File: src/rtl/mask_seq_ctrl.sv
`default_nettype none
`timescale 1ns/1ps
// ============================================================================
// Module   : mask_seq_ctrl
// Purpose  : Walks one vector mask instruction across a mask register, one
//            32-bit word per step, through the lane's combinational mask
//            unit. Handles tail masking, cross-word sbf/sif/sof fix-ups and
//            popc/first scalar accumulation.
// Ports    : CLK, nRST (async, active-low)
//            start/op/vl/vm_masked  - launch interface, sampled in IDLE
//            busy/done              - status
//            rd_req/rd_idx/rd_ack + vs1/vs2/v0/vd words - mask RF read port
//            mu_* out / mu_* in     - mask-unit operands and results
//            wr_en/wr_idx/wr_data   - mask RF write port
//            scalar_valid/data      - popc count or first index (-1 = none)
// Revision : 1.0 - initial release
// ============================================================================
module mask_seq_ctrl #(
  parameter  int MAX_VL = 256,
  localparam int WORDS  = MAX_VL / 32,
  localparam int IDXW   = (WORDS > 1) ? $clog2(WORDS) : 1,
  localparam int VLW    = $clog2(MAX_VL) + 1
) (
  input  logic            CLK,
  input  logic            nRST,
  input  logic            start,
  input  logic [2:0]      op,
  input  logic [VLW-1:0]  vl,
  input  logic            vm_masked,
  output logic            busy,
  output logic            done,
  output logic            rd_req,
  output logic [IDXW-1:0] rd_idx,
  input  logic            rd_ack,
  input  logic [31:0]     vs1_word,
  input  logic [31:0]     vs2_word,
  input  logic [31:0]     v0_word,
  input  logic [31:0]     vd_word,
  output logic [31:0]     mu_vs1,
  output logic [31:0]     mu_vs2,
  output logic [31:0]     mu_mask,
  output logic            mu_is_masked,
  input  logic [31:0]     mu_result,
  input  logic [5:0]      mu_popc,
  input  logic            mu_found,
  input  logic [4:0]      mu_first,
  output logic            wr_en,
  output logic [IDXW-1:0] wr_idx,
  output logic [31:0]     wr_data,
  output logic            scalar_valid,
  output logic [31:0]     scalar_data
);

  localparam logic [2:0] ST_IDLE  = 3'd0;
  localparam logic [2:0] ST_FETCH = 3'd1;
  localparam logic [2:0] ST_EXEC  = 3'd2;
  localparam logic [2:0] ST_WRITE = 3'd3;
  localparam logic [2:0] ST_ACC   = 3'd4;
  localparam logic [2:0] ST_FIN   = 3'd5;

  localparam logic [2:0] OP_POPC  = 3'd1;
  localparam logic [2:0] OP_FIRST = 3'd2;
  localparam logic [2:0] OP_SBF   = 3'd3;
  localparam logic [2:0] OP_SIF   = 3'd4;
  localparam logic [2:0] OP_SOF   = 3'd5;

  logic [2:0]      r_state, w_next;
  logic [2:0]      r_op;
  logic [VLW-1:0]  r_vl;
  logic            r_vm;
  logic [IDXW-1:0] r_word;
  logic            r_found;
  logic [31:0]     r_acc;
  logic [31:0]     r_vd;
  logic [31:0]     r_wr_data;

  logic            w_is_popc, w_is_first, w_is_scan, w_is_acc;
  logic [VLW-1:0]  w_vl_m1;
  logic [IDXW-1:0] w_last_idx;
  logic            w_last;
  logic [31:0]     w_tmask;
  logic [31:0]     w_res;
  logic [31:0]     w_merge;

  assign w_is_popc  = (r_op == OP_POPC);
  assign w_is_first = (r_op == OP_FIRST);
  assign w_is_scan  = (r_op == OP_SBF) || (r_op == OP_SIF) || (r_op == OP_SOF);
  assign w_is_acc   = w_is_popc || w_is_first;

  // Last word index = ceil(vl/32)-1; r_vl is never 0 while words are processed.
  assign w_vl_m1    = r_vl - VLW'(1);
  assign w_last_idx = IDXW'(w_vl_m1 >> 5);
  assign w_last     = (r_word == w_last_idx);

  // Only the last word can be partial; a multiple of 32 leaves it full.
  assign w_tmask = (w_last && (r_vl[4:0] != 5'd0)) ?
                   ((32'h1 << r_vl[4:0]) - 32'h1) : 32'hFFFF_FFFF;

  // Cross-word scan fix-up: words before the hit are all "before first"
  // (ones for sbf/sif, zero for sof); words after it are all zero.
  always_comb begin
    w_res = mu_result;
    if (w_is_scan) begin
      if (r_found)
        w_res = 32'h0;
      else if (!mu_found)
        w_res = (r_op == OP_SOF) ? 32'h0 : 32'hFFFF_FFFF;
    end
    w_merge = (w_res & w_tmask) | (r_vd & ~w_tmask);
  end

  // State register
  always_ff @(posedge CLK or negedge nRST) begin
    if (!nRST)
      r_state <= ST_IDLE;
    else
      r_state <= w_next;
  end

  // Next-state logic
  always_comb begin
    w_next = r_state;
    case (r_state)
      ST_IDLE:  if (start) w_next = (vl == '0) ? ST_FIN : ST_FETCH;
      ST_FETCH: if (rd_ack) w_next = ST_EXEC;
      ST_EXEC:  w_next = w_is_acc ? ST_ACC : ST_WRITE;
      ST_WRITE: w_next = w_last ? ST_FIN : ST_FETCH;
      // FIRST stops reading as soon as a hit has been recorded.
      ST_ACC:   w_next = (w_last || (w_is_first && r_found)) ? ST_FIN : ST_FETCH;
      ST_FIN:   w_next = ST_IDLE;
      default:  w_next = ST_IDLE;
    endcase
  end

  // Output decode
  always_comb begin
    busy         = (r_state != ST_IDLE);
    done         = (r_state == ST_FIN);
    rd_req       = (r_state == ST_FETCH);
    wr_en        = (r_state == ST_WRITE);
    scalar_valid = (r_state == ST_FIN) && w_is_acc;
  end

  assign rd_idx       = r_word;
  assign wr_idx       = r_word;
  assign wr_data      = r_wr_data;
  assign scalar_data  = r_acc;
  assign mu_is_masked = r_vm;

  // Datapath
  always_ff @(posedge CLK or negedge nRST) begin
    if (!nRST) begin
      r_op      <= 3'd0;
      r_vl      <= '0;
      r_vm      <= 1'b0;
      r_word    <= '0;
      r_found   <= 1'b0;
      r_acc     <= 32'h0;
      r_vd      <= 32'h0;
      r_wr_data <= 32'h0;
      mu_vs1    <= 32'h0;
      mu_vs2    <= 32'h0;
      mu_mask   <= 32'h0;
    end else begin
      case (r_state)
        ST_IDLE: if (start) begin
          r_op    <= op;
          r_vl    <= (vl > VLW'(MAX_VL)) ? VLW'(MAX_VL) : vl;
          r_vm    <= vm_masked;
          r_word  <= '0;
          r_found <= 1'b0;
          // FIRST starts at "not found" (-1) so a miss needs no final fix-up.
          r_acc   <= (op == OP_FIRST) ? 32'hFFFF_FFFF : 32'h0;
        end
        ST_FETCH: if (rd_ack) begin
          mu_vs1  <= vs1_word;
          mu_vs2  <= vs2_word & w_tmask;
          mu_mask <= v0_word;
          r_vd    <= vd_word;
        end
        ST_EXEC: begin
          if (mu_found) r_found <= 1'b1;
          if (w_is_popc)
            r_acc <= r_acc + 32'(mu_popc);
          else if (w_is_first && mu_found && !r_found)
            r_acc <= 32'({r_word, mu_first});
          r_wr_data <= w_merge;
        end
        ST_WRITE, ST_ACC: if (w_next == ST_FETCH) r_word <= r_word + IDXW'(1);
        default: ;
      endcase
    end
  end

endmodule
`default_nettype wire

File: config.mk
export PLATFORM = sky130hd
export DESIGN_NAME = mask_seq_ctrl
export DESIGN_NICKNAME = d
export VERILOG_FILES = /design/src/rtl/mask_seq_ctrl.sv
export SDC_FILE = /design/constraint.sdc
export NUM_CORES = 1
export LEC_CHECK = 0
export BUFFER_PORTS_ARGS = -buffer_cell sky130_fd_sc_hd__buf_2
export CORE_UTILIZATION = 50
export DETAILED_ROUTE_END_ITERATION = 8
export GPL_ROUTABILITY_DRIVEN = 0
export GPL_TIMING_DRIVEN = 0
export PLACE_DENSITY = 0.8
export SYNTH_ARGS = -nofsm -noshare
export SYNTH_HDL_FRONTEND = slang
export SYNTH_SLANG_ARGS = --single-unit
File: constraint.sdc
create_clock -name CLK -period 4.35 [get_ports CLK]
set_input_delay 0.435 -clock CLK [delete_from_list [all_inputs] [get_ports CLK]]
set_output_delay 0.435 -clock CLK [all_outputs]
set_load 0.02 [all_outputs]
# After elaboration in Yosys (flattened, before gate mapping)
# Cells that the tools add are included.
# totals
output_inout_bits	172
word_cells	86
in_bits	189
regBits	211
# classes
n_addsub	4
mux	24
n_eq_ne	17
shifts	1
n_reduce_logical	22
bitwise_logic	5
magnitude_cmp	1
# op_table
op	count
$mux 32	9
$and 32x32->32	3
$pmux 32 s2	1
$add 32x6->32	1
$not 32->32	1
$or 32x32->32	1
$shl 1x5->32 const A	1
$sub 32x1->32 const B	1
$mux 3	8
$eq 3x2->1 const B	5
$pmux 3 s5	1
$eq 3x3->1 const B	4
$eq 3x1->1 const B	3
$gt 9x9->1 const B	1
$logic_not 9->1	1
$reduce_and 3->1	3
$mux 8	1
$sub 8x1->8 const B	1
$ne 2x2->1 const B	3
$pmux 3 s2	1
$logic_and 1x1->1	5
$reduce_bool 5->1	1
$logic_or 1x1->1	4
$reduce_and 2->1	2
other kinds (10)	12

# Depth between registers and ports, before layout
# depth
word_depth	8
mapped_depth	14
mapped_depth_nobuf	10

# Worst setup path after synthesis
# No wires, ideal clock.
# synth_path
path_type	reg2reg
startpoint	reg r_vl[1]
endpoint	reg r_wr_data[20], in the netlist wr_data[20]
path_buffers	4
synth_period_minus_slack_ns	2.548
t_required_ns	4.218
setup_ns	0.132
path_stages_with_launch	15
t_arrival_ns	2.416
slack_ns	1.802
path_cell_list	dfrtp_1 -> buf_6 -> or3_1 -> buf_2 -> nor2_1 -> inv_1 -> ha_1 -> clkbuf_1 -> nor2_1 -> clkbuf_1 -> a31oi_1 -> o32ai_1 -> nor2_1 -> nand3_1 -> o211ai_1
# synth_between
elab_chain_len	7
elab_cells_between_ends	11
cone_classes	add/sub (2); eq/ne (1); shift (1); mux (1); bitwise (4); reduce/logical (2)
# synth_rtl
element	line	text
start: declaration	69	logic [VLW-1:0] r_vl;
start signal: assignment	168	r_vl <= (vl > VLW'(MAX_VL)) ? VLW'(MAX_VL) : vl;
parallel branches: the longest is 3 deep, another holds $sub 32x1->32	--	
$mux 32 *	96	assign w_tmask = (w_last && (r_vl[4:0] != 5'd0)) ?
$not 32->32	109	w_merge = (w_res & w_tmask) | (r_vd & ~w_tmask);
$and 32x32->32	109	
$or 32x32->32 *	109	
end signal: assignment	187	r_wr_data <= w_merge;
end: declaration	75	logic [31:0] r_wr_data;
# Mark *: on every way between the ends.
# A chain may end at the register's enable or synchronous reset.

# Worst setup path in the final report
# layout_path
startpoint	reg r_vl[2]
endpoint	reg r_wr_data[6], in the netlist wr_data[6]
# The elaborated chain is that of the path after synthesis.

==> impl_metrics.json <==
{
  "placedCellCount": 1854,
  "grt_max_degree": 116,
  "synthArstFlopShare": 1.00,
  "worstPathArrival_ns": 3.69,
  "switchingPower_mw": 5.43,
  "p_clk_frac": 0.186,
  "critical_path_class": "reg -> reg",
  "drt_iter0_drc": 965,
  "yosysTopAreaCellShare": 0.511,
  "cts-htree-levels": 1,
  "synth_nets": 1422,
  "multi_input_area_um2": 4640,
  "syn_area_um2": 10300,
  "cts_buffers": 23,
  "die_area_um2": 21200,
  "totalWireLength_mm": 34.6,
  "fin_ws_ns": 1.11,
  "peakVddDrop_mv": 0.441,
  "skew_ns": 0.0147,
  "synth-edff-count": 0,
  "swShare": 0.476,
  "tightest_slew_ns": 1.02,
  "fin_crit_sh": 0.745,
  "final_nets": 1807,
  "critPathCaptureType": "flop",
  "vias": 10800,
  "synth_top_area_cell": "dfrtp_1",
  "violations": "negative hold slack",
  "yosys_warnings": 0,
  "cts_setup_buffers": 0,
  "port_buffers": 359,
  "p_int_mw": 5.99,
  "initial_core_util": 0.509,
  "pin_count": 361,
  "clock.fmax_mhz": 309,
  "antenna_found_initial": 4,
  "dp_hpwl_mm": 25.3,
  "rows": 52,
  "dp_slack_ns": 1.25,
  "startpoint_type": "flop",
  "critPathRequiredTime_ns": 4.80,
  "power_density_nw_per_um2": 859,
  "cts_tree": "built",
  "area_growth_syn_to_layout_pct": 29.1,
  "routedWlPerCell_um": 18.2,
  "clockBufferDepth": 3,
  "rsz0062_at_grt": "false",
  "via_per_inst": 5.67,
  "synth.yosys.seq_area_share": 0.511,
  "period_needed_ns": 3.24,
  "die_h_um": 145,
  "fin_hold_ws_ns": -0.0138,
  "ant_nets": 0,
  "regArea_um2": 5260,
  "combPwrFrac": 0.508,
  "hold_class": "in -> async",
  "core-area_um2": 20200,
  "firstDrtPassIters": 5,
  "fin_cells": 1899,
  "hold_violations": 16,
  "final_area_um2": 13300,
  "synth_area_leaders": "dfrtp_1 51%, nand2_1 15%, o21ai_0 4.8%, nand3_1 3.2%, o211ai_1 2.7%",
  "syn_area_per_cell_um2": 8.41,
  "grt_overflow": 0,
  "ys_ff_latch": 210,
  "postPlaceCellArea_um2": 12500,
  "ys_dominant_reg_cell": "dfrtp_1",
  "total_leakage_power_nw": 6.74,
  "postCtsHoldBufs": 0,
  "grt_pass1_vias": 10200,
  "synth_cells": 1224,
  "yosysUniqueCellTypes": 69,
  "root_buffer": "clkbuf_16",
  "clkTransAtPathRegs_ns": 0.07,
  "die_w_um": 145,
  "outcome": "complete, but fails checks",
  "maxSlewViolCount": 0,
  "drc": 0,
  "maxSlewHeadroom": 0.316,
  "pwr-share-seq": 0.307,
  "crit_path_max_fanout": 10,
  "clock_latency_ns": 0.54,
  "grt_first_pass_wirelength_mm": 55.0,
  "num-fill-cells": 1720,
  "max_cap_violations": 0,
  "layout-drive-gt1-share": 0.263,
  "clkSinkCount": 210,
  "setup_viol": 0,
  "track_usage": 0.327,
  "cts_resized": 0
}
==> registers in the layout, indices dropped and copies added (netlist names) <==
| signal | cells |
|---|---|
| mu_vs2 | 32 |
| r_vl | 8 |
| r_state | 3 |
| mu_is_masked | 1 |
| r_found | 1 |
| rd_idx | 3 |
| mu_mask | 32 |
| scalar_data | 32 |
| r_op | 3 |
| wr_data | 32 |
| r_vd | 31 |
| mu_vs1 | 32 |
==> power groups by stage <==
stage	clock (mW)	combinational, mW	sequential (mW)
after floorplan	0	2.88	4.28
after global placement	0	5.57	3.46
after detailed placement	0	5.71	3.50
after CTS	2.13	5.75	3.48
after global routing	2.22	6.33	3.61
final	2.12	5.80	3.50
==> per-stage QoR <==
stage          power (mW)  hold slack [ns]  utilization  TNS, ns
6_report             11.4          -0.0138        0.657        0
5_1_grt              12.2           0.0542        0.657        0
4_1_cts              11.4           0.0166        0.656        0
3_5_place_dp         9.21            0.457        0.616        0
3_3_place_gp         9.03            0.449        0.614  -153.69
2_1_floorplan        7.16            0.139            -        0
==> logic make-up after synthesis <==
group | Yosys count | share of synthesized area
and+or+nand+nor | 635 | 0.267
AOI/OAI and AO/OA | 258 | 0.159
DFF | 210 | 0.511
buffers and inverters | 98 | 0.0385
adders and majority gates | 9 | 0.0117
xor gates and xnor gates | 8 | 0.00681
muxes | 6 | 0.00632
==> placed cells by master (no fill, tap or decap), types with 5 or more instances in the layout <==
| master | count |
|---|---|
| nand2_1 | 422 |
| buf_2 | 366 |
| dfrtp_1 | 210 |
| o21ai_0 | 98 |
| clkbuf_1 | 75 |
| nand3_1 | 66 |
| nor2_1 | 50 |
| a21oi_1 | 44 |
| o211ai_1 | 37 |
| clkbuf_16 | 23 |
| nor3_1 | 17 |
| a31oi_1 | 15 |
| inv_1 | 12 |
| nand2b_1 | 12 |
| and3_1 | 9 |
| ha_1 | 8 |
| o22ai_1 | 7 |
| nor3b_1 | 6 |
| or3_1 | 6 |
| and2_1 | 6 |
| or4_1 | 6 |
| or2_2 | 5 |
| xnor2_1 | 5 |
| nand4_1 | 5 |
| a211oi_1 | 5 |
==> worst paths after layout <==
check                             endpoint  cells after the start          from  slack (ns)
max in group asynchronous       mu_vs1[23]                      2          nRST        3.40
min                        scalar_data[12]                      1          nRST       -0.01
min reg2reg                      mu_vs2[1]                      2     mu_vs2[1]        0.47
min in group CLK                mu_vs1[29]                      3  vs1_word[29]        0.09
max reg2reg                     wr_data[6]                     13       r_vl[2]        1.11
max                             wr_data[6]                     13       r_vl[2]        1.11
==> worst max-delay path, stage by stage, from the launching register on <==
cell and delay (ns):
dfrtp_1 0.34, clkbuf_1 0.32, clkbuf_1 0.45, nor2_1 0.10, nand3_1 0.11, ha_1 0.15
clkbuf_1 0.30, nor2_1 0.11, clkbuf_1 0.25, nand2_1 0.14, a21oi_1 0.07, nor3_1 0.54
nand3_1 0.14, o211ai_1 0.12
==> metal layers <==
metal	GRT usage	up-vias	wire [um]
met3	0.0542	99	2830
met5	0	-	13
li1	-	4974	-
met1	0.441	5119	14200
met4	0.119	2	1250
met2	0.534	579	16300
==> final cells by class <==
cell class | instances | area share
Tap cell | 270 | 0.0254
Clock inverter | 12 | 0.0138
Inverter | 12 | 0.00339
Timing Repair Buffer | 360 | 0.138
Sequential cell | 210 | 0.396
Multi-Input combinational cell | 916 | 0.349
Antenna cell | 3 | 0.000565
Clock buffer | 30 | 0.0476
Buffer | 86 | 0.0265
==> cells in the mapped netlist, drive strengths merged, types with 4 or more instances <==
cell,n
or2,5
nand2b,12
o22ai,7
nand3,66
nor4b,4
o211ai,38
o31ai,5
nor3b,6
and2,6
nor3,18
a211oi,5
a311oi,5
a31oi,15
a21oi,44
or4,6
o21ai,99
a221oi,4
inv,12
ha,8
nor2,51
mux2,4
buf,15
or3,6
nor2b,4
xnor2,5
and3,9
nand2,422
o311ai,7
clkbuf,71
dfrtp,210
nand4,5
Power figures use the tool's default switching activity.
